$ cat src/rtl/esm_pkg.sv
`default_nettype none
// +--------------------------------------------------------------------+
// | esm_pkg : shared types and widths for the ESM fetch path            |
// | Rev 1.0                                                             |
// +--------------------------------------------------------------------+
package esm_pkg;

    localparam int BS_DEFAULT = 16;
    localparam int IDX_W      = $clog2(BS_DEFAULT);
    localparam int CNT_W      = $clog2(BS_DEFAULT) + 1;

    typedef enum logic [1:0] {
        IDLE  = 2'd0,
        RUN   = 2'd1,
        DRAIN = 2'd2
    } fetch_state_e;

endpackage
`default_nettype wire

$ cat src/rtl/esm_slot_counter.sv
`default_nettype none
// +--------------------------------------------------------------------+
// | esm_slot_counter : saturating up/down occupancy counter with clear  |
// | Rev 1.0                                                             |
// +--------------------------------------------------------------------+
module esm_slot_counter #(
    parameter int W       = 5,
    parameter int MAX_VAL = 16
) (
    input  logic         clk,
    input  logic         rst,
    input  logic         clr,
    input  logic         inc,
    input  logic         dec,
    output logic [W-1:0] cnt
);

    localparam logic [W-1:0] c_max = MAX_VAL[W-1:0];

    logic [W-1:0] r_cnt;
    logic         w_dec;
    logic         w_inc;

    // A decrement at zero is dropped; an increment at the limit is only
    // allowed when a decrement lands in the same cycle.
    assign w_dec = dec && (r_cnt != '0);
    assign w_inc = inc && ((r_cnt != c_max) || w_dec);

    always_ff @(posedge clk or negedge rst) begin
        if (!rst) begin
            r_cnt <= '0;
        end else if (clr) begin
            r_cnt <= '0;
        end else if (w_inc && !w_dec) begin
            r_cnt <= r_cnt + 1'b1;
        end else if (w_dec && !w_inc) begin
            r_cnt <= r_cnt - 1'b1;
        end
    end

    assign cnt = r_cnt;

endmodule
`default_nettype wire

$ cat src/rtl/esm_fetch_unit.sv
`default_nettype none
// +--------------------------------------------------------------------+
// | esm_fetch_unit : sequential instruction fetch into circular buffer  |
// | Rev 1.0                                                             |
// +--------------------------------------------------------------------+
module esm_fetch_unit
    import esm_pkg::*;
#(
    parameter int Instruction_word_size = 16,
    parameter int bs                    = BS_DEFAULT,
    parameter int ADDR_W                = 16,
    parameter int MAX_OUTST             = 4
) (
    input  logic                             clk,
    input  logic                             rst,
    input  logic                             en,
    input  logic [ADDR_W-1:0]                start_pc,
    input  logic                             redirect,
    input  logic [ADDR_W-1:0]                redirect_pc,
    input  logic                             buf_release,
    output logic                             mem_req_valid,
    input  logic                             mem_req_ready,
    output logic [ADDR_W-1:0]                mem_addr,
    input  logic                             mem_rsp_valid,
    input  logic [Instruction_word_size-1:0] mem_rsp_data,
    output logic                             buf_wr_en,
    output logic [$clog2(bs)-1:0]            buf_wr_idx,
    output logic [Instruction_word_size-1:0] buf_wr_data,
    output logic                             buf_flush,
    output logic [$clog2(bs):0]              buf_count,
    output logic                             busy
);

    localparam int IW = $clog2(bs);
    localparam int CW = $clog2(bs) + 1;
    localparam logic [CW:0]   c_bs_lim   = bs[CW:0];
    localparam logic [CW-1:0] c_outst_lim = MAX_OUTST[CW-1:0];

    fetch_state_e      r_state;
    fetch_state_e      w_state_nxt;
    logic [ADDR_W-1:0] r_pc;
    logic [IW-1:0]     r_wr_ptr;
    logic [CW-1:0]     r_drop;
    logic [CW-1:0]     w_drop_nxt;
    logic [CW-1:0]     w_count;
    logic [CW-1:0]     w_outst;
    logic [CW:0]       w_reserved;
    logic              w_active;
    logic              w_redir;
    logic              w_rsp;
    logic              w_keep;
    logic              w_req;
    logic              w_hs;

    assign w_active   = (r_state != IDLE);
    assign w_redir    = redirect && w_active;
    assign w_rsp      = mem_rsp_valid && w_active;
    assign w_keep     = w_rsp && (r_drop == '0) && !w_redir;
    // Slots are reserved at request time so responses can never overflow.
    assign w_reserved = {1'b0, w_count} + {1'b0, w_outst};
    assign w_req      = (r_state == RUN) && en && (w_reserved < c_bs_lim)
                        && (w_outst < c_outst_lim) && !redirect;
    assign w_hs       = w_req && mem_req_ready;

    assign mem_req_valid = w_req;
    assign mem_addr      = r_pc;
    assign buf_wr_en     = w_keep;
    assign buf_wr_idx    = r_wr_ptr;
    assign buf_wr_data   = w_keep ? mem_rsp_data : '0;
    assign buf_flush     = w_redir;
    assign buf_count     = w_count;
    assign busy          = w_active;

    esm_slot_counter #(.W(CW), .MAX_VAL(bs)) u_count (
        .clk (clk),
        .rst (rst),
        .clr (w_redir),
        .inc (w_keep),
        .dec (buf_release),
        .cnt (w_count)
    );

    esm_slot_counter #(.W(CW), .MAX_VAL(MAX_OUTST)) u_outst (
        .clk (clk),
        .rst (rst),
        .clr (1'b0),
        .inc (w_hs),
        .dec (w_rsp),
        .cnt (w_outst)
    );

    always_comb begin
        w_drop_nxt = r_drop;
        // Everything still in flight after this cycle belongs to the old stream.
        if (w_redir) begin
            w_drop_nxt = w_outst - CW'(w_rsp);
        end else if (w_rsp && (r_drop != '0)) begin
            w_drop_nxt = r_drop - 1'b1;
        end
    end

    always_comb begin
        w_state_nxt = r_state;
        case (r_state)
            IDLE: begin
                if (en) begin
                    w_state_nxt = RUN;
                end
            end
            RUN: begin
                if (w_redir) begin
                    w_state_nxt = (w_drop_nxt != '0) ? DRAIN : RUN;
                end else if (!en && (w_outst == '0)) begin
                    w_state_nxt = IDLE;
                end
            end
            DRAIN: begin
                if (w_redir) begin
                    w_state_nxt = (w_drop_nxt != '0) ? DRAIN : RUN;
                end else if (w_drop_nxt == '0) begin
                    w_state_nxt = RUN;
                end
            end
            default: w_state_nxt = IDLE;
        endcase
    end

    always_ff @(posedge clk or negedge rst) begin
        if (!rst) begin
            r_state  <= IDLE;
            r_pc     <= '0;
            r_wr_ptr <= '0;
            r_drop   <= '0;
        end else begin
            r_state <= w_state_nxt;
            r_drop  <= w_drop_nxt;
            if ((r_state == IDLE) && en) begin
                r_pc <= start_pc;
            end else if (w_redir) begin
                r_pc <= redirect_pc;
            end else if (w_hs) begin
                r_pc <= r_pc + 1'b1;
            end
            if (w_redir) begin
                r_wr_ptr <= '0;
            end else if (w_keep) begin
                r_wr_ptr <= r_wr_ptr + 1'b1;
            end
        end
    end

endmodule
`default_nettype wire

$ cat config.mk
export PLATFORM = sky130hd
export DESIGN_NAME = esm_fetch_unit
export DESIGN_NICKNAME = d
export VERILOG_FILES = /design/src/rtl/esm_pkg.sv /design/src/rtl/esm_slot_counter.sv /design/src/rtl/esm_fetch_unit.sv
export SDC_FILE = /design/constraint.sdc
export NUM_CORES = 1
export LEC_CHECK = 0
export ABC_AREA = 1
export BUFFER_PORTS_ARGS = -buffer_cell sky130_fd_sc_hd__buf_2
export CORE_MARGIN = 2
export CORE_UTILIZATION = 52
export CTS_CLUSTER_SIZE = 28
export DETAILED_ROUTE_END_ITERATION = 12
export PLACE_DENSITY_LB_ADDON = 0.12
export SYNTH_ARGS = -nofsm -noshare
export SYNTH_HDL_FRONTEND = slang
export SYNTH_SLANG_ARGS = --single-unit
$ cat constraint.sdc
create_clock -name clk -period 3.8 [get_ports clk]
set_clock_uncertainty 0.2 [all_clocks]
set_input_delay 0.38 -clock clk [delete_from_list [all_inputs] [get_ports clk]]
set_output_delay 0.38 -clock clk [all_outputs]
set_load 0.02 [all_outputs]
# Word level (Yosys, flattened, before mapping)
# Index checks and enable logic that the tools add are counted.
dict set report word_totals {
  elab_cells 87
  ff_bits 37
}
dict set report op_classes {
  mux 20
  addsub 9
  reduce_logical 43
  eq_ne 7
  order_cmp 2
}
# operator n
set ops {}
lappend ops {{$mux 16} 4}
lappend ops {{$mux 5} 7}
lappend ops {{$logic_and 1x1->1} 20}
lappend ops {{$reduce_bool 5->1} 4}
lappend ops {{$add 16x1->16 const B} 1}
lappend ops {{$logic_not 5->1} 3}
lappend ops {{$sub 5x1->5 const B} 3}
lappend ops {{$mux 2} 6}
lappend ops {{$add 5x1->5 const B} 2}
lappend ops {{$mux 4} 2}
lappend ops {{$logic_not 1->1} 7}
lappend ops {{$add 5x5->6} 1}
lappend ops {{$lt 6x5->1 const B} 1}
lappend ops {{$pmux 2 s3} 1}
lappend ops {{$reduce_bool 2->1} 3}
lappend ops {{$reduce_bool 3->1} 2}
lappend ops {{$lt 5x3->1 const B} 1}
lappend ops {{$ne 5x3->1 const B} 1}
lappend ops {{$ne 5x5->1 const B} 1}
lappend ops {{$sub 5x1->5} 1}
lappend ops {{$add 4x1->4 const B} 1}
lappend ops {{$ne 3x2->1 const B} 1}
lappend ops {{$ne 3x3->1 const B} 1}
lappend ops {{$reduce_and 3->1} 1}
lappend ops {{5 further kinds} 6}

# Logic depth before layout (Yosys ltp)
dict set report logic_depth {
  ltp_word 11
  mapped_depth 19
  ltp_nobuf 19
}

# Hierarchy
# From an unflattened synthesis, not the netlist that was laid out.
dict set report hier_totals {
  cells_unflattened 455
  area_unflattened_um2 3118.0
}
# module area_per_inst_um2 instances cells_each seq_area_each_um2
set by_module_without_submodules {}
lappend by_module_without_submodules {esm_fetch_unit 2297.2 1 343 675.6}
lappend by_module_without_submodules {{esm_slot_counter (u_count)} 415.4 1 58 125.1}
lappend by_module_without_submodules {{esm_slot_counter (u_outst)} 405.4 1 54 125.1}

# Least setup slack after synthesis
# OpenSTA, ideal clock, no wires.
dict set report synth_timing {
  kind {register to register}
  startpoint {register u_count.r_cnt[4], in the netlist u_count.cnt[4]}
  endpoint {register u_outst.r_cnt[4], in the netlist u_outst.cnt[4]}
  setup_time_ns 0.125
  arrival_time_ns 2.570
  path_stages_with_launch 19
  setup_slack_ns 0.904
  path_buffers 0
  period_less_slack_ns 2.896
  path_cell_list {dfrtp_1 > ha_1 > nor2_1 > nand3_1 > nor4_1 > nand2_1 > inv_2 > nand2_4 > inv_1 > ha_1 > inv_1 > ha_1 > a21oi_1 > nor2_1 > nor2_1 > nand2_1 > nand2_1 > nor2_1 > xor2_1}
}
dict set report synth_via {
  elab_chain_len 10
  word_cells_on_any_way 12
  cone_classes {1 x add/sub; 1 x order compare; 1 x mux; 9 x reduce/logical}
}
# element line_no
set synth_lines {}
lappend synth_lines {{start, declared} esm_slot_counter.sv:20} ;# logic [W-1:0] r_cnt;
lappend synth_lines {{start signal, assigned} esm_slot_counter.sv:35} ;# r_cnt <= r_cnt + 1'b1;
lappend synth_lines {{start signal, assigned} esm_slot_counter.sv:37} ;# r_cnt <= r_cnt - 1'b1;
lappend synth_lines {{$add 5x5->6 (*)} esm_fetch_unit.sv:60} ;# assign w_reserved = {1'b0, w_count} + {1'b0, w_outst};
lappend synth_lines {{$lt 6x5->1 (*)} esm_fetch_unit.sv:61} ;# assign w_req = (r_state == RUN) && en && (w_reserved < c_bs_lim)
lappend synth_lines {{$logic_and 1x1->1 (*)} esm_fetch_unit.sv:61}
lappend synth_lines {{$logic_and 1x1->1 (*) (2 in series)} esm_fetch_unit.sv:62} ;# && (w_outst < c_outst_lim) && !redirect;
lappend synth_lines {{via mem_req_valid} esm_fetch_unit.sv:21} ;# output logic mem_req_valid,
lappend synth_lines {{$logic_and 1x1->1 (*)} esm_fetch_unit.sv:63} ;# assign w_hs = w_req && mem_req_ready;
lappend synth_lines {{$logic_and 1x1->1 (*)} esm_slot_counter.sv:27} ;# assign w_inc = inc && ((r_cnt != c_max) || w_dec);
lappend synth_lines {{$logic_not 1->1} esm_slot_counter.sv:36} ;# end else if (w_dec && !w_inc) begin
lappend synth_lines {{$logic_and 1x1->1} esm_slot_counter.sv:36}
lappend synth_lines {{$reduce_bool 2->1 (no source line)} --}
lappend synth_lines {{end signal, assigned} esm_slot_counter.sv:35}
lappend synth_lines {{end signal, assigned} esm_slot_counter.sv:37}
lappend synth_lines {{end, declared} esm_slot_counter.sv:20}
# Mark *: on every way through the listed nets, which the timed path passes. The rest lies on a longest branch.
# A chain may end at the register's enable or synchronous reset.

# Worst setup path after layout
dict set report layout_timing {
  startpoint {register u_outst.r_cnt[4], in the netlist u_outst.cnt[4]}
  endpoint {register u_outst.r_cnt[4], in the netlist u_outst.cnt[4]}
}
dict set report layout_via {
  elab_chain_len 10
  word_cells_on_any_way 21
  cone_classes {3 x add/sub; 2 x order compare; 1 x eq/ne; 2 x mux; 13 x reduce/logical}
}
# element line_no
set layout_lines {}
lappend layout_lines {{$add 5x5->6} esm_fetch_unit.sv:60}
lappend layout_lines {{$lt 6x5->1} esm_fetch_unit.sv:61}
lappend layout_lines {{$logic_and 1x1->1} esm_fetch_unit.sv:61}
lappend layout_lines {{$logic_and 1x1->1 (2 in series)} esm_fetch_unit.sv:62}
lappend layout_lines {{$logic_and 1x1->1} esm_fetch_unit.sv:63}
lappend layout_lines {{$logic_and 1x1->1} esm_slot_counter.sv:27}
lappend layout_lines {{$logic_not 1->1} esm_slot_counter.sv:36}
lappend layout_lines {{$logic_and 1x1->1} esm_slot_counter.sv:36}
lappend layout_lines {{$reduce_bool 2->1 (no source line)} --}
# Parallel ways exist; a longest one is shown, timed or not. The select of a mux whose other input is x is not followed.

==> impl_metrics.json <==
{
  "cts_buffer_depth": 2,
  "cp.required_ps": 3770,
  "grt_usage_pct": 24.0,
  "route.detailed.drc": 0,
  "start_util_pct": 54.8,
  "cts_buffers": 5,
  "synth_top_area_share_pct": 30.3,
  "gr-usage-met1_pct": 32.0,
  "max-slew-margin-rel_pct": 41.3,
  "fmax_mhz": 336,
  "n_antenna_cell": 0,
  "rsz0062_at_grt": "false",
  "leakagePower_nw": 2.05,
  "dp.cells": 591,
  "period_minus_slack_ps": 2980,
  "drt_iter0_drc": 153,
  "outcome": "completed",
  "clk_pin_slew_ps": 70,
  "grt_pass1_wl_um": 12300,
  "rows": 27,
  "syn_to_final_growth_pct": 19.1,
  "fin_cells": 597,
  "synth_enable_flop_cells": 0,
  "cp.arrival_ps": 2950,
  "grt_pass1_vias": 2752,
  "io_buffers": 99,
  "use_met2_pct": 40.6,
  "antenna_found_initial": 0,
  "synth_area_leaders": "dfrtp_1 (30%), nand2_1 (14%), inv_1 (7.0%)",
  "rr_startpoint": "u_outst.cnt[4]",
  "startpoint_type": "register",
  "vias": 3019,
  "avgSynthCellArea_um2": 7.12,
  "drive_gt1_share_pct": 27.2,
  "firstDrtPassIters": 4,
  "peakVddDrop_uv": 455,
  "rrSetupSlack_ps": 820,
  "drv_cap": 0,
  "p_per_area_nw_per_um2": 749,
  "synth.net_count": 503,
  "io_pins": 100,
  "grt-ovfl-total": 0,
  "vias_per_cell": 5.06,
  "detail_route.wl_per_cell_um": 12.5,
  "cts-resized-gates": 0,
  "cts_sinks": 37,
  "gp_congestion": 0.871,
  "use_met3_pct": 4.04,
  "ys_seq_elements": 37,
  "reg2regPathDepth": 18,
  "holdCritPathClass": "input port to asynchronous set/reset pin",
  "path_class": "register to register",
  "ys_top_cells_by_count": "nand2_1 (110), inv_1 (57), nor2_1 (47)",
  "endpoint_kind": "register",
  "hold_ws_ps": 1.00,
  "postRouteAntennaNets": 0,
  "slew_violations": 0,
  "netlist_instances": 429,
  "netlist_area_um2": 3050,
  "grt_max_degree": 44,
  "utilization_pct": 65.3,
  "htreeDepth": 2,
  "tritoncts": "yes",
  "synth_top_cell_by_area": "dfrtp_1",
  "die_area_um2": 6500,
  "hold_viol_final": 0,
  "die_h_um": 80.6,
  "async_flop_share_pct": 100,
  "die_w_um": 80.6,
  "ctsHoldBuffers": 0,
  "hpwl_um": 5700,
  "post_synth_num_cell_types": 43,
  "detail_route.wirelength_um": 7440,
  "fin_nets": 600,
  "grt_busiest_layer": "met2",
  "reg2reg_to": "u_outst.cnt[4]",
  "core_area_um2": 5570,
  "path_max_fanout": 5,
  "synth_seq_area_share_pct": 30.3,
  "totalNegativeSetupSlack_ps": 0,
  "post-cts-setup-buffers": 0,
  "finalCritPeriodShare_pct": 78.3,
  "insertion_delay_ps": 300,
  "root_buffer": "clkbuf_8",
  "setup_viol": 0,
  "ys.flop_type": "dfrtp_1",
  "yosysWarnings": 0,
  "synth.most_common_cell": "nand2_1",
  "worst_slew_pin_slew_ps": 880
}
placed cells by master, fill, tap and decap left out, types with 2 or more instances in the layout:
master,synthesis,routed
nand2_1,110,110
buf_2,3,99
inv_1,57,57
nor2_1,47,47
dfrtp_1,37,37
nand3_1,33,33
o21ai_0,25,25
ha_1,17,17
a21oi_1,11,11
xor2_1,9,9
o211ai_1,7,7
inv_2,6,6
nand2_2,6,6
xnor2_1,6,6
clkbuf_8,0,5
nand2_4,4,4
nand4_1,4,4
or2_2,4,4
o22ai_1,4,4
o211ai_2,3,3
nand3_2,3,3
nor2_2,2,2
nor2_8,2,2
nor4_1,2,2
nor2_4,2,2
o21bai_1,2,2
a31o_2,2,2
nor3_1,2,2
fa_1,2,2
layout make-up:
type | instances | area [um2]
Inverter | 66 | 255
Tap cell | 72 | 90.1
Timing Repair Buffer | 99 | 495
Sequential cell | 37 | 926
Multi-Input combinational cell | 317 | 1800
Clock buffer | 5 | 68.8
Clock inverter | 1 | 5.00
Fill cell | 531 | 1940
kinds of logic (layout without fill, tap and decap cells):
family	after synthesis	in the layout	share of synthesized area [%]
buf+inv	75	171	10.8
flops	37	37	30.3
xor+xnor	15	15	4.30
compound gates	57	57	11.4
simple gates	225	225	34.5
mux	1	1	0.328
fa+ha+maj	19	19	8.28
flip-flops by register name, summed over array words and instances, names as in the netlist:
name	cells
mem_addr	16
r_drop	5
u_count.cnt	5
u_outst.cnt	5
buf_wr_idx	4
r_state	2
critical path, stage by stage, from the launching register on:
cell	delay [ps]
dfrtp_1	450
ha_1	290
nor2_1	80
nand3_1	80
nor4_1	210
nand2_1	100
inv_2	80
nand2_4	50
inv_1	50
ha_1	220
inv_1	100
ha_1	320
a21oi_1	150
nor2_1	50
nor2_1	120
nand2_1	60
nand2_1	50
nor2_1	40
xor2_1	140
power by group:
| part | leakage (nW) | switching, mW | internal, mW | total [mW] |
|---|---|---|---|---|
| Sequential | 0.456 | 0.239 | 0.576 | 0.816 |
| Combinational | 1.55 | 1.03 | 0.619 | 1.64 |
| Clock | 0.0399 | 0.144 | 0.121 | 0.265 |
| Total | 2.05 | 1.41 | 1.32 | 2.73 |
stage by stage:
stage	setup slack, ps	area [um2]	power [mW]
6_report	823	3640	2.73
5_1_grt	565	3640	3.00
4_1_cts	853	3640	2.74
3_5_place_dp	857	3560	2.46
3_3_place_gp	972	3560	2.41
2_1_floorplan	904	3050	2.07
how the worst max path moves through the flow:
stage / startpoint / endpoint / slack, ps / cells past startpoint
final: u_outst.cnt[4] / u_outst.cnt[4] / 820 / 18
after global routing: u_outst.cnt[4] / u_outst.cnt[4] / 570 / 17
after CTS: u_outst.cnt[4] / u_outst.cnt[4] / 850 / 18
after detailed placement: u_outst.cnt[4] / u_outst.cnt[4] / 860 / 18
after global placement: u_outst.cnt[4] / u_outst.cnt[4] / 970 / 18
after floorplan: u_count.cnt[4] / u_outst.cnt[4] / 900 / 18
metal layers:
layer	wire length [um]	share of wire, %
met2	3530	47
met5	0	0
met4	68	0.91
met1	3420	46
met3	423	5.7
Note: power is estimated with default switching activity, not from simulation.
